<file path="config.mk">
export PLATFORM = sky130hd
export DESIGN_NAME = flag_gen
export DESIGN_NICKNAME = d
export VERILOG_FILES = /design/src/rtl/flag_gen.sv
export SDC_FILE = /design/constraint.sdc
export NUM_CORES = 1
export LEC_CHECK = 0
export ABC_AREA = 1
export BUFFER_PORTS_ARGS = -buffer_cell sky130_fd_sc_hd__buf_4
export CORE_AREA = 2 2 50 52
export DETAILED_ROUTE_END_ITERATION = 7
export DIE_AREA = 0 0 52 54
export GPL_ROUTABILITY_DRIVEN = 0
export PLACE_DENSITY = 0.77
export SETUP_SLACK_MARGIN = 0.5
export SKIP_LAST_GASP = 1
export SLEW_MARGIN = 40
export SYNTH_ARGS = -nofsm -noshare
export SYNTH_HDL_FRONTEND = slang
export SYNTH_SLANG_ARGS = --single-unit
</file>
<file path="constraint.sdc">
create_clock -name clock -period 2 [get_ports clock]
set_input_delay 0.4 -clock clock [delete_from_list [all_inputs] [get_ports clock]]
set_output_delay 0.4 -clock clock [all_outputs]
set_load 0.05 [all_outputs]
</file>
<file path="src/rtl/flag_gen.sv">
// flag_gen: ONC-16 execute-stage flag producer.
// Computes Z/S/C/V from ALU operands/result, holds the architectural flag
// register, and keeps a 2-deep shadow stack for interrupt entry/return.
// flags bit order: [0]=Z [1]=S [2]=C [3]=V.
module flag_gen #(
    parameter int unsigned DATA_W = 16,
    parameter int unsigned FLAG_W = 4,
    parameter int unsigned STK_D  = 2
) (
    input  logic              clock,
    input  logic              rst,
    input  logic [DATA_W-1:0] a,
    input  logic [DATA_W-1:0] b,
    input  logic [DATA_W-1:0] res,
    input  logic              co,
    input  logic              so,
    input  logic [1:0]        op_cls,
    input  logic              fe,
    input  logic              int_save,
    input  logic              int_rest,
    output logic [FLAG_W-1:0] flags,
    output logic [1:0]        depth,
    output logic              stk_err
);

    typedef enum logic [1:0] {
        OP_ADD   = 2'b00,
        OP_SUB   = 2'b01,
        OP_LOGIC = 2'b10,
        OP_SHIFT = 2'b11
    } op_e;

    op_e               op;
    logic              a_msb;
    logic              b_msb;
    logic              r_msb;
    logic              calc_z;
    logic              calc_s;
    logic              calc_c;
    logic              calc_v;
    logic [FLAG_W-1:0] calc_flags;

    logic [FLAG_W-1:0] flags_q;
    logic [FLAG_W-1:0] flags_d;
    logic [1:0]        depth_q;
    logic [1:0]        depth_d;
    logic              err_q;
    logic              err_d;
    logic [FLAG_W-1:0] entry_q [STK_D];
    logic [FLAG_W-1:0] entry_d [STK_D];

    logic              has_top;
    logic              is_full;
    logic              top_idx;
    logic              push_idx;

    // Only the sign bits of the operands take part in overflow detection.
    logic              unused_operand_bits;
    assign unused_operand_bits = ^{a[DATA_W-2:0], b[DATA_W-2:0]};

    assign op    = op_e'(op_cls);
    assign a_msb = a[DATA_W-1];
    assign b_msb = b[DATA_W-1];
    assign r_msb = res[DATA_W-1];

    // Combinational flag computation for the current ALU operation.
    always_comb begin
        calc_z = (res == '0);
        calc_s = r_msb;
        calc_c = 1'b0;
        calc_v = 1'b0;
        unique case (op)
            OP_ADD: begin
                calc_c = co;
                calc_v = (a_msb == b_msb) && (r_msb != a_msb);
            end
            OP_SUB: begin
                // co is the raw carry of a+~b+1; the flag is a borrow.
                calc_c = ~co;
                calc_v = (a_msb != b_msb) && (r_msb != a_msb);
            end
            OP_LOGIC: begin
                calc_c = 1'b0;
                calc_v = 1'b0;
            end
            OP_SHIFT: begin
                calc_c = so;
                calc_v = 1'b0;
            end
            default: begin
                calc_c = 1'b0;
                calc_v = 1'b0;
            end
        endcase
        calc_flags = {calc_v, calc_c, calc_s, calc_z};
    end

    assign has_top  = (depth_q != 2'd0);
    assign is_full  = (depth_q == 2'd2);
    // depth 1 -> entry 0 on top, depth 2 -> entry 1 on top.
    assign top_idx  = depth_q[1];
    // Next free slot: depth 0 -> entry 0, depth 1 -> entry 1.
    assign push_idx = depth_q[0];

    // Next-state for flags, shadow stack and sticky error.
    always_comb begin
        flags_d = flags_q;
        depth_d = depth_q;
        err_d   = err_q;
        entry_d = entry_q;
        unique case ({int_save, int_rest})
            2'b11: begin
                // Swap: exchange live flags with the top entry; fe is ignored.
                if (has_top) begin
                    flags_d          = entry_q[top_idx];
                    entry_d[top_idx] = flags_q;
                end else begin
                    err_d = 1'b1;
                    if (fe) begin
                        flags_d = calc_flags;
                    end
                end
            end
            2'b01: begin
                // Pop wins over fe when the stack has an entry.
                if (has_top) begin
                    flags_d = entry_q[top_idx];
                    depth_d = depth_q - 2'd1;
                end else begin
                    err_d = 1'b1;
                    if (fe) begin
                        flags_d = calc_flags;
                    end
                end
            end
            2'b10: begin
                // Push saves the pre-edge flags; fe still loads new flags.
                if (!is_full) begin
                    entry_d[push_idx] = flags_q;
                    depth_d           = depth_q + 2'd1;
                end else begin
                    err_d = 1'b1;
                end
                if (fe) begin
                    flags_d = calc_flags;
                end
            end
            default: begin
                if (fe) begin
                    flags_d = calc_flags;
                end
            end
        endcase
    end

    // State registers with asynchronous active-high reset.
    always_ff @(posedge clock or posedge rst) begin
        if (rst) begin
            flags_q <= '0;
            depth_q <= '0;
            err_q   <= 1'b0;
            for (int unsigned i = 0; i < STK_D; i++) begin
                entry_q[i] <= '0;
            end
        end else begin
            flags_q <= flags_d;
            depth_q <= depth_d;
            err_q   <= err_d;
            for (int unsigned i = 0; i < STK_D; i++) begin
                entry_q[i] <= entry_d[i];
            end
        end
    end

    assign flags   = flags_q;
    assign depth   = depth_q;
    assign stk_err = err_q;

endmodule

</file>
* Word level (Yosys, flattened, before mapping)
Index checks and enable logic that the tools add are counted.
Word-level totals: output and inout port bits 7, input bits 57, word-level logic and storage cells 67, register bits 15
Cells by class: reductions and logical operators 15, eq/ne operators 15, bitwise operators 3, add/sub/neg operators 2, muxes and demuxes 23, order comparisons 4
Operators with widths (number):
- 4-bit two-way mux | 8
- 8-bit bitwise mux | 2
- 16-bit logical NOT | 1
- 8-bit two-way mux | 2
- 8-bit one-hot mux with 2 select lines | 1
- 2-bit equality test, second input constant | 5
- 2-bit != test, second input constant | 5
- 3-bit AND reduction | 3
- 4-bit demux with 1-bit select | 2
- 2-bit nonzero test | 4
- 2-bit by 1-bit equality test with 1-bit output, second input constant | 2
- 2-bit greater-or-equal comparator, second input constant | 2
- 1-bit logical AND | 4
- 2-bit by 1-bit < comparator with 1-bit output, second input constant | 2
- 2-bit two-way mux | 2
- 1-bit NOT with 2-bit output | 2
- 1-bit one-hot mux with 4 select lines | 1
- 2-bit one-hot mux with 2 select lines | 1
- 2-bit OR reduction | 2
- 1-bit one-hot mux with 3 select lines | 1
- 2-bit by 1-bit adder with 2-bit output, second input constant | 1
- 2-bit logical NOT | 1
- 1-bit two-way mux | 2
- 1-bit != test | 2
- 4 further kinds | 4

* Logic depth before layout (Yosys ltp)
depth after elaboration 8, depth in mapped cells 7, mapped depth without buffers 7

* Worst setup path after synthesis
No wires, ideal clock.
path kind register -> register, from reg depth_q[1] (netlist: depth[1]), to reg depth_q[0] (netlist: depth[0]), stages on the path, launching flop included 6, clock period less this slack 1.425 ns, setup slack 0.575 ns, arrival time 1.276 ns, setup time 0.149 ns, cell sequence dfrtp_1 buf_6 inv_2 o21ai_1 o21ai_2 xor2_1
Between the ends: cells in the longest elaborated chain, start to end 3, elaborated cells on any way between the ends 5, classes of those cells eq/ne: 3; reduce/logical: 2
RTL lines:
- from (decl) | line 45 | logic [1:0] depth_q;
- from (signal assigned) | line 167 | depth_q <= depth_d;
- 2-bit equality test / 2-bit nonzero test (equally long branches) | line 99, 98
- 2-bit != test (no line)
- 3-bit AND reduction (no line) *
Mark *: on every way between the ends. The rest lies on a longest branch, timed or not. A chain may end at the register's enable or synchronous reset.

* Final worst setup path
from reg depth_q[0] (netlist: depth[0]), to out depth[0]
RTL lines:
- to (decl) | line 22 | output logic [1:0] depth,
No word-level cell between the ends.

==> results.ini <==
[floorplanning]
fp.dieW_um=52
die_y_um=54
rows=18
die-area_um2=2808
start_util_pct=37.22
coreArea_um2=2320
pin_count=64

[drt]
drtPass1Iterations=4
avgRoutedWirePerCell_um=10.10
vias_per_cell=4.774
drt_iter0_markers=16
wirelength_um=1879
num_vias=888
drc=0
ant_nets=0

[worst_setup_path]
startpoint=depth[0]$_DFFE_PP0P_
crit_chain=buf_4
slowest_stage=dfrtp_1
arrival_ns=1.04
crit_family=flip-flops
crit_cells=1
reg2reg_depth=6
worst-path-buf-inv=1
crit_fanout=6
r2r_slack_ns=0.76
start_kind=flip-flop
required_ns=1.60
slowest_delay_ns=0.50
reg2reg_to=flags[3]$_DFF_PP0_
end_kind=output port
critPathKind=flip-flop to output port
worst_r2r_startpoint=depth[1]$_DFFE_PP0P_

[finish]
area_growth_pct=35.07
final_common_cell=buf_4
fin_cells=186
design_area_um2=1166
fillers=231
multiInputGateArea_um2=412.9
final_cell_mix=buf_4 (33), nand2_1 (31), nor2_1 (15)
drive_gt1_share_pct=32.05
fin_nets=214
regArea_um2=376.6
num_antenna_cells=0

[clocking]
root_buffer=clkbuf_4
clock_sinks=15
clockBufferDepth=2
cts_setup_buffers=0
clk_pin_slew_worst_paths_ns=0.09
post_cts_resized=1
tritoncts=yes
cts_htree_levels=1
clk_latency_ns=0.29
cts_buffers=3
cts_hold_buf=0

[synthesis]
ys_ff_latch=15
synth_cell_types=19
syn-num-nets=177
ys_warn_count=0
syn_area_per_cell_um2=7.194
ys_seq_area_share_pct=43.48
syn_area_um2=863.3
syn_inst=120

[sta]
slew_viol_final=0
finalWorstPathRequiredPeriod_ns=1.437
skew_ns=0.0004359
rsz0062_at_grt=false
timing.final.crit_share_pct=71.85
hold_violations=0
fmax_mhz=695.9
setup_viol=0
hold_ws_ns=0.1534
relSlewSlack_pct=63.01
worst_pin_slew_ns=0.5542
setup-tns-final_ns=0

[grt]
grt_pass1_vias=818
grt_start_max_net_pins=16
antenna_found_initial=0
grt_overflow_total=0
grt_pass1_wl_um=3249
grt_usage_pct=15.83

[placement]
io_buffers=33
dpl-instance-area_um2=1137
dp_cells=182
dpl.hpwl_um=1549

[flow_run]
cap_violations=0

[outcome]
status=completed

[power]
p_per_area_nw_per_um2=1262
finalPower_mw=1.471
leakage_nw=0.6082
peakVddDrop_mv=0.5487

[worst_hold_path]
hold_class=input port to asynchronous set/reset pin

[layer usage]
| layer | part of all wire [%] | track usage (%) | up-vias | wire, um |
|---|---|---|---|---|
| li1 | - | - | 455 | - |
| met1 | 42 | 18.01 | 393 | 797 |
| met2 | 48 | 28.27 | 36 | 896 |
| met3 | 7.8 | 3.056 | 4 | 146 |
| met4 | 2.1 | 7.895 | 0 | 39 |
| met5 | 0 | 0 | - | 0 |
[registers in the layout, indices dropped and copies added, names as in the netlist]
signal,count
depth,2
entry_q,8
flags,4
stk_err,1
[metrics by stage]
stage | worst slack, ns | util [%]
3_5_place_dp | 0.6792 | 49.03
3_3_place_gp | 0.7256 | 49.03
6_report | 0.5629 | 50.27
4_1_cts | 0.5500 | 50.27
2_1_floorplan | 0.5751 | -
5_1_grt | 0.5264 | 50.27
[synth_stat cells, drive strengths merged]
cell     n  area share, %
buf      1            1.3
nand3   11            6.4
nor2    17            8.6
nor3     1           0.58
inv     17            7.4
dfrtp   15             43
a31o     1            1.0
o211ai   1           0.87
a21oi    7            4.1
o21ai   13            8.4
nand2   35             17
xor2     1            1.0
[area by class of cell]
| class | count | share of cell area (%) |
|---|---|---|
| timing repair buffer | 33 | 21.24 |
| clock buffer | 3 | 1.931 |
| clock inverter | 1 | 0.4292 |
| inverter | 17 | 5.472 |
| sequential | 15 | 32.30 |
| multi-input combinational | 87 | 35.41 |
| tap | 30 | 3.219 |
[logic make-up after synthesis]
group	Yosys count	synth area share, %
xor gates and xnor gates	1	1.015
AOI/OAI and AO/OA	22	14.35
DFF	15	43.48
buffers and inverters	18	8.695
and+or+nand+nor	64	32.46
[worst max path at each step]
stage / end / slack, ns
final: depth[0] / 0.56
after detailed placement: entry_q[7]$_DFFE_PP0P_ / 0.68
after global placement: entry_q[5]$_DFFE_PP0P_ / 0.73
after CTS: depth[0] / 0.55
after global routing: depth[0] / 0.53
after floorplan: depth[0]$_DFFE_PP0P_ / 0.58
[power breakdown]
group          total [mW]  leakage [nW]  internal (mW)  switching [mW]
Combinational       0.735         0.410          0.251           0.484
Sequential          0.564         0.180          0.441           0.123
Clock               0.173        0.0177         0.0745          0.0980
Note: power is estimated with default switching activity, not from simulation.
